--- src/rtl/gateway_recv_pkg.sv ---
// Shared route-ID layout and receive-gateway state encoding for the vIO Switch gateways.
package lynxTypes;

  localparam int ROUTE_W    = 14;
  localparam int ID_W       = 4;
  localparam int SENDER_LSB = 6;
  localparam int RECV_LSB   = 2;
  localparam int FLAG_BCAST = 0;

  typedef struct packed {
    logic [3:0] rsvd;
    logic [3:0] sender_id;
    logic [3:0] receiver_id;
    logic [1:0] flags;
  } route_id_t;

  typedef enum logic [1:0] {
    IDLE = 2'd0,
    PASS = 2'd1,
    DROP = 2'd2
  } gw_rx_state_t;

endpackage

--- src/rtl/gateway_recv_route_check.sv ---
// Combinational route policy: a packet is permitted when its sender is allowed and it is
// addressed to this vFPGA or flagged broadcast.
module gateway_route_check
  import lynxTypes::*;
(
  input  logic [ROUTE_W-1:0] route_id,
  input  logic [ID_W-1:0]    local_id,
  input  logic [15:0]        allow_mask,
  output logic               permit
);

  logic [ID_W-1:0] sender_s;
  logic [ID_W-1:0] recv_s;
  logic            bcast_s;
  logic            unused_s;

  assign sender_s = route_id[SENDER_LSB +: ID_W];
  assign recv_s   = route_id[RECV_LSB +: ID_W];
  assign bcast_s  = route_id[FLAG_BCAST];
  // Reserved route bits and flags[1] carry no policy meaning.
  assign unused_s = ^{route_id[ROUTE_W-1:SENDER_LSB+ID_W], route_id[FLAG_BCAST+1]};

  assign permit = allow_mask[sender_s] & ((recv_s == local_id) | bcast_s);

endmodule

--- src/rtl/gateway_recv.sv ---
// Receive-side routing gateway: forwards permitted packets through one register slice,
// drains all others, and counts accepted/dropped packets with saturating counters.
module gateway_recv
  import lynxTypes::*;
#(
  parameter int DATA_W = 512,
  parameter int CNT_W  = 32
) (
  input  logic                  aclk,
  input  logic                  areset,
  input  logic [ID_W-1:0]       local_id,
  input  logic [15:0]           allow_mask,
  input  logic                  stats_clr,
  input  logic [DATA_W-1:0]     s_axis_tdata,
  input  logic [DATA_W/8-1:0]   s_axis_tkeep,
  input  logic                  s_axis_tlast,
  input  logic                  s_axis_tvalid,
  output logic                  s_axis_tready,
  input  logic [ROUTE_W-1:0]    s_route_in,
  output logic [DATA_W-1:0]     m_axis_tdata,
  output logic [DATA_W/8-1:0]   m_axis_tkeep,
  output logic                  m_axis_tlast,
  output logic                  m_axis_tvalid,
  input  logic                  m_axis_tready,
  output logic [ROUTE_W-1:0]    m_route_out,
  output logic [CNT_W-1:0]      accept_cnt,
  output logic [CNT_W-1:0]      drop_cnt
);

  localparam int KEEP_W = DATA_W / 8;
  localparam logic [CNT_W-1:0] CNT_ONE = CNT_W'(1);
  localparam logic [CNT_W-1:0] CNT_MAX = {CNT_W{1'b1}};

  gw_rx_state_t        state_r;
  logic [DATA_W-1:0]   tdata_r;
  logic [KEEP_W-1:0]   tkeep_r;
  logic                tlast_r;
  logic                tvalid_r;
  logic [ROUTE_W-1:0]  route_r;
  logic [CNT_W-1:0]    accept_r;
  logic [CNT_W-1:0]    drop_r;

  logic                permit_s;
  logic                ready_s;
  logic                hs_s;
  logic                first_hs_s;
  logic                load_s;

  gateway_route_check u_route_check (
    .route_id   (s_route_in),
    .local_id   (local_id),
    .allow_mask (allow_mask),
    .permit     (permit_s)
  );

  // Ingress ready: draining never waits on egress; otherwise the slice must have room.
  always_comb begin
    ready_s = 1'b0;
    if (areset) begin
      ready_s = 1'b0;
    end else if (state_r == DROP) begin
      ready_s = 1'b1;
    end else begin
      ready_s = ~tvalid_r | m_axis_tready;
    end
  end

  assign hs_s       = s_axis_tvalid & ready_s;
  assign first_hs_s = hs_s & (state_r == IDLE);
  assign load_s     = (first_hs_s & permit_s) | (hs_s & (state_r == PASS));

  // Packet FSM, output register slice and saturating statistics.
  always_ff @(posedge aclk) begin
    if (areset) begin
      state_r  <= IDLE;
      tdata_r  <= '0;
      tkeep_r  <= '0;
      tlast_r  <= 1'b0;
      tvalid_r <= 1'b0;
      route_r  <= '0;
      accept_r <= '0;
      drop_r   <= '0;
    end else begin
      if (load_s) begin
        tdata_r  <= s_axis_tdata;
        tkeep_r  <= s_axis_tkeep;
        tlast_r  <= s_axis_tlast;
        tvalid_r <= 1'b1;
      end else if (m_axis_tready) begin
        tvalid_r <= 1'b0;
      end

      if (first_hs_s & permit_s) begin
        route_r <= s_route_in;
      end

      case (state_r)
        IDLE: begin
          if (hs_s & ~s_axis_tlast) begin
            state_r <= permit_s ? PASS : DROP;
          end
        end
        PASS, DROP: begin
          if (hs_s & s_axis_tlast) begin
            state_r <= IDLE;
          end
        end
        default: state_r <= IDLE;
      endcase

      // Clear takes priority over a coincident increment.
      if (stats_clr) begin
        accept_r <= '0;
        drop_r   <= '0;
      end else if (first_hs_s) begin
        if (permit_s && accept_r != CNT_MAX) begin
          accept_r <= accept_r + CNT_ONE;
        end
        if (!permit_s && drop_r != CNT_MAX) begin
          drop_r <= drop_r + CNT_ONE;
        end
      end
    end
  end

  assign s_axis_tready = ready_s;
  assign m_axis_tdata  = tdata_r;
  assign m_axis_tkeep  = tkeep_r;
  assign m_axis_tlast  = tlast_r;
  assign m_axis_tvalid = tvalid_r;
  assign m_route_out   = route_r;
  assign accept_cnt    = accept_r;
  assign drop_cnt      = drop_r;

endmodule

--- config.mk ---
export PLATFORM = sky130hd
export DESIGN_NAME = gateway_recv
export DESIGN_NICKNAME = d
export VERILOG_FILES = /design/src/rtl/gateway_recv_pkg.sv /design/src/rtl/gateway_recv_route_check.sv /design/src/rtl/gateway_recv.sv
export SDC_FILE = /design/constraint.sdc
export NUM_CORES = 1
export LEC_CHECK = 0
export BUFFER_PORTS_ARGS = -buffer_cell sky130_fd_sc_hd__buf_4
export CAP_MARGIN = 20
export CORE_AREA = 2 2 493 495
export CTS_CLUSTER_DIAMETER = 150
export DETAILED_ROUTE_END_ITERATION = 10
export DIE_AREA = 0 0 495 497
export SLEW_MARGIN = 40
export SYNTH_ARGS = -nofsm -noshare
export SYNTH_HDL_FRONTEND = slang
export SYNTH_HIERARCHICAL = 1
export SYNTH_SLANG_ARGS = --single-unit
--- constraint.sdc ---
create_clock -name aclk -period 2.27 [get_ports aclk]
set_input_delay 0.1135 -clock aclk [delete_from_list [all_inputs] [get_ports aclk]]
set_output_delay 0.1135 -clock aclk [all_outputs]
set_load 0.03 [all_outputs]
# Word level (Yosys, flattened, before mapping)
# Index checks and enable logic that the tools add are counted.
# word_totals
regBits	658
in_bits	616
output_inout_bits	657
word_cells	50
# op_classes
addsub	2
order_cmp	1
eq_ne	7
n_mux	10
bitwise	12
reduce_logical	10
# op_table
operator	count
$add A32 B1 Y32 const B	2
$ne A32 B32 Y1 const B	2
$and A1 B1 Y1	7
$mux W2	3
$reduce_and A2 Y1	3
$lt A4 B5 Y1 const B	1
$mux W1	5
$bmux W1 S4	1
$eq A4 B4 Y1	1
$pmux W2 S2	1
$reduce_or A2 Y1	2
$or A1 B1 Y1	3
$eq A2 B1 Y1 const B	1
$eq A2 B2 Y1 const B	1
$logic_and A1 B1 Y1	2
$logic_not A2 Y1	1
$ne A2 B1 Y1 const B	1
$ne A2 B2 Y1 const B	1
$not A1 Y1	2
$reduce_bool A2 Y1	1
$logic_not A1 Y1	1

# Logic depth before layout (Yosys ltp)
# depth
word_depth	9
ltp_mapped	11

# Modules after synthesis
# Netlist, hierarchy kept.
# modules_own_cells
module	instances	cells_each	area_each_um2	seq_area_each_um2
gateway_recv	1	2980	23587.6	13172.6
gateway_route_check	1	15	185.2	0.0

# Worst setup path before layout
# Ideal clock, no wire load.
# synth_timing
path_type	input to register
startpoint	input port s_route_in[6]
endpoint	register drop_r[15] (netlist: drop_cnt[15])
setup_ns	0.128
t_arrival_ns	2.311
setup_slack_ns	-0.169
cell_stages	9
n_path_buf	1
path_cell_list	mux4_1 nand3b_1 a41oi_1 and4bb_2 nand4_1 clkbuf_1 a2111oi_0 xnor2_1 nor2_1
# synth_between
elab_chain_cells	6
# synth_rtl
element	line	source
from (decl)	gateway_recv.sv:19	input logic [ROUTE_W-1:0] s_route_in,
$bmux W1 S4	gateway_recv_route_check.sv:23	assign permit = allow_mask[sender_s] & ((recv_s == local_id) | bcast_s);
$mux W1 (not written as such)	gateway_recv_route_check.sv:23	
$and A1 B1 Y1	gateway_recv_route_check.sv:23	
net permit_s	gateway_recv.sv:43	logic permit_s;
$logic_not A1 Y1	gateway_recv.sv:119	if (!permit_s && drop_r != CNT_MAX) begin
$logic_and A1 B1 Y1	gateway_recv.sv:119	
$reduce_and A2 Y1 (no line)	n/a	
to (signal assigned)	gateway_recv.sv:120	drop_r <= drop_r + CNT_ONE;
to (decl)	gateway_recv.sv:41	logic [CNT_W-1:0] drop_r;
# The timed path passes the listed nets, and every way through them passes these cells. The select of a mux whose other input is x is not followed.
# A chain may end at the register's enable or synchronous reset.

# Final worst setup path
# layout_timing
startpoint	register state_r[0]
endpoint	register tdata_r[333] (netlist: m_axis_tdata[333])
# layout_between
elab_chain_cells	7
word_cells_on_any_way	10
classes_between	eq/ne (2); mux (2); bitwise (5); reduce/logical (1)
# layout_rtl
element	line	source
from (decl)	gateway_recv.sv:34	gw_rx_state_t state_r;
from (signal assigned)	gateway_recv.sv:100	state_r <= permit_s ? PASS : DROP;
$eq A2 B2 Y1	gateway_recv.sv:61	end else if (state_r == DROP) begin
$mux W1	gateway_recv.sv:61	
$mux W1	gateway_recv.sv:59	if (areset) begin
$and A1 B1 Y1	gateway_recv.sv:68	assign hs_s = s_axis_tvalid & ready_s;
$and A1 B1 Y1	gateway_recv.sv:69	assign first_hs_s = hs_s & (state_r == IDLE);
$and A1 B1 Y1	gateway_recv.sv:70	assign load_s = (first_hs_s & permit_s) | (hs_s & (state_r == PASS));
$or A1 B1 Y1 (*)	gateway_recv.sv:70	
to (signal assigned)	gateway_recv.sv:85	tdata_r <= s_axis_tdata;
to (decl)	gateway_recv.sv:35	logic [DATA_W-1:0] tdata_r;
# Mark *: on every way between the ends. The rest lies on a longest branch, timed or not.

==> out/metrics.yaml <==
dp.cells: 7401
slowest_stage: "or3b_4"
gp_congestion: 0.953
power_frac_comb: 0.164
synth.distinct_cells: 58
num_vias: 30100
track_usage: 0.160
drv_cap: 0
ir_drop_mv: 0.534
finalMaxSlewViolations: 0
reg2reg_setup_slack_ns: -0.02
drc: 0
hp-class: "input port to register"
p_int_mw: 22.8
setup-violations-final: 15
die_w_um: 495
finalCritPeriodShare: 1.01
h-tree-depth: 3
period_needed_ns: 2.29
finalHoldViolCount: 0
grt_pass1_wl_um: 265000
crit_path_max_fanout: 12
outcome: "finished with violations"
fillers: 26700
hpwl_um: 175000
tns_ns: -0.0921
power.switching_mw: 9.07
drt_iter0_drc: 2209
cp-start-kind: "register"
postSynthNetCount: 3616
cts-root-buf: "clkbuf_16"
core_um2: 240000
numCtsBuffers: 88
clock_path_buffers: 3
clock_skew_ns: 0.0453
initial_core_util: 0.0990
ys_ff_latch: 658
worstSetupPathType: "register to register"
worst_pin_slew_ns: 0.901
syn-cell-area_um2: 23800
avgRoutedWirePerCell_um: 25.6
p_seq_frac: 0.379
synth_area_per_cell_um2: 7.94
fmax_ghz: 0.436
rsz0062_at_grt: "true"
rows: 180
drt_first_pass_iters: 6
clock_sinks: 658
crit_required_ns: 2.91
violations: "setup timing"
path_clk_slew_ns: 0.06
synth_warnings: 6
power-per-cell-area_nw_per_um2: 640
async_flop_share: 0
p_clk_frac: 0.457
p_total_mw: 31.8
area_delta_synth_final_pct: 109
critPathMaxStageDelay_ns: 0.46
fin_ws_ns: -0.0210
final_common_cell: "buf_4"
synthCells: 2995
yosysSeqAreaShare: 0.554
cp_cell_sequence: "inv_2, ha_4, or3b_4, nand3_4, or2_4, buf_16, clkbuf_16, buf_6, nand2_1, a21oi_1"
via_per_inst: 3.61
numPortBuffers: 1272
routed_wl_um: 214000
grt_start_max_net_pins: 143
antenna_found_initial: 304
synthFlopType: "dfxtp_1"
die_y_um: 497
final_nets: 5583
max_slew_margin: 0.399
cp-end-kind: "register"
die_area_um2: 246000
layout_common_cells: "buf_4, nand2_1, dfxtp_1"
overflow: 0
drive_gt1_frac: 0.376
grt_pass1_vias: 28300
clk_latency_ns: 0.73
p_leak_nw: 19.4
cp.arrival_ns: 2.93
ant_nets: 0
synth-edff-count: 0
swShare: 0.285
cts_tree: "yes"
utilization: 0.207
final_cells: 8352
ioPinCount: 1273
## cells in the mapped netlist (2+ instances only)
cell type | count | area, um^2
a211oi_1 | 9 | 67.6
and2_1 | 7 | 43.8
clkbuf_1 | 123 | 462
or3_1 | 21 | 131
a21oi_1 | 623 | 3120
nor3_1 | 5 | 25.0
or4_1 | 11 | 82.6
nand3b_1 | 3 | 22.5
and4_1 | 9 | 78.8
o31a_1 | 2 | 17.5
a41o_1 | 2 | 20.0
buf_4 | 2 | 15.0
buf_2 | 79 | 395
and3_1 | 8 | 50.1
o41ai_1 | 2 | 17.5
inv_1 | 6 | 22.5
a31oi_1 | 2 | 12.5
a32o_1 | 2 | 20.0
o31ai_1 | 10 | 75.1
nand4_1 | 21 | 131
mux4_1 | 4 | 105
o311ai_0 | 3 | 26.3
xor2_1 | 2 | 17.5
nor4_1 | 9 | 56.3
ha_1 | 5 | 62.6
o21ai_0 | 21 | 105
or2_2 | 4 | 25.0
a41oi_1 | 2 | 17.5
nor2_1 | 37 | 139
nand2_1 | 1217 | 4570
dfxtp_1 | 658 | 13200
a2111oi_0 | 2 | 17.5
buf_1 | 12 | 45.0
nand4b_1 | 2 | 17.5
xnor2_1 | 29 | 254
nand3_1 | 19 | 95.1
## routing by layer
metal / vias to the layer above / wire, um / GRT usage
li1: 14100 / - / -
met1: 13800 / 85200 / 0.188
met2: 1557 / 94000 / 0.252
met3: 521 / 25800 / 0.0845
met4: 208 / 7680 / 0.0444
met5: - / 1320 / 0
## power by group through the flow
stage / Clock (mW) / Sequential [mW] / Combinational (mW)
floorplan: 0 / 12.9 / 0.834
global placement: 0 / 12.3 / 3.61
detailed placement: 0 / 12.3 / 3.62
CTS: 15.0 / 12.0 / 4.95
global route: 15.4 / 12.1 / 5.50
finish: 14.6 / 12.1 / 5.22
## metrics by stage
| step | area, um^2 | worst slack [ns] | hold slack (ns) |
|---|---|---|---|
| floorplan | 23800 | 0.00683 | 0.250 |
| global placement | 38000 | -0.539 | 0.359 |
| detailed placement | 38000 | -0.534 | 0.371 |
| CTS | 47400 | -0.0891 | 0.0859 |
| global route | 49600 | -0.128 | 0.0221 |
| finish | 49700 | -0.0210 | 0.0524 |
## layout make-up
class	count	area, um^2	share of cell area
diodes	132	330	0.00664
clock buffers	122	2560	0.0515
clock inverters	41	429	0.00863
inverters	6	22.5	0.000453
multi-input cells	2114	10700	0.215
flip-flops and latches	658	13200	0.265
well taps	3185	3990	0.0801
repair buffers	2094	18600	0.373
## what timing repair did
item,4_1_cts,5_1_grt
gates resized for setup,38,332
gates cloned,5,32
setup buffers,8,13
hold buffers,603,0
pin swaps,9,195
endpoints found under the setup margin,576,565
endpoints found under the hold margin,607,0
## critical path, delay by kind of cell (launching register included)
family | cells | cell delay, ns
buffers and inverters | 4 | 0.64
flip-flops | 1 | 0.33
AND/OR/NAND/NOR | 4 | 0.88
AO/OA/AOI/OAI | 1 | 0.17
adder cells (fa/ha/maj) | 1 | 0.17
## cell families (layout without fill, tap and decap cells)
family	count (synthesis)	in the layout	synth area share
AOI/OAI and AO/OA	687	687	0.151
xor gates and xnor gates	31	31	0.0114
adders and majority gates	5	5	0.00263
buffers and inverters	223	2263	0.0400
DFF	658	658	0.554
muxes	5	5	0.00484
other	0	132	0
and+or+nand+nor	1386	1386	0.236
## registers in the layout (all words and copies together), names as in the netlist
register and flops:
m_axis_tkeep 64, m_route_out 14, drop_cnt 32, m_axis_tvalid 1
state_r 2, m_axis_tdata 512, m_axis_tlast 1, accept_cnt 32
## final timing paths
kind / end / from / cells past startpoint
worst min register to register: m_axis_tdata[188]$_SDFFE_PP0P_ / m_axis_tdata[188]$_SDFFE_PP0P_ / 2
worst max register to register: m_axis_tdata[333]$_SDFFE_PP0P_ / state_r[0]$_SDFFE_PP0P_ / 10
worst min-delay path: m_route_out[8]$_SDFFE_PP0P_ / s_route_in[8] / 4
worst max-delay path: m_axis_tdata[333]$_SDFFE_PP0P_ / state_r[0]$_SDFFE_PP0P_ / 10
No activity file was read; power rests on OpenSTA's default activity.
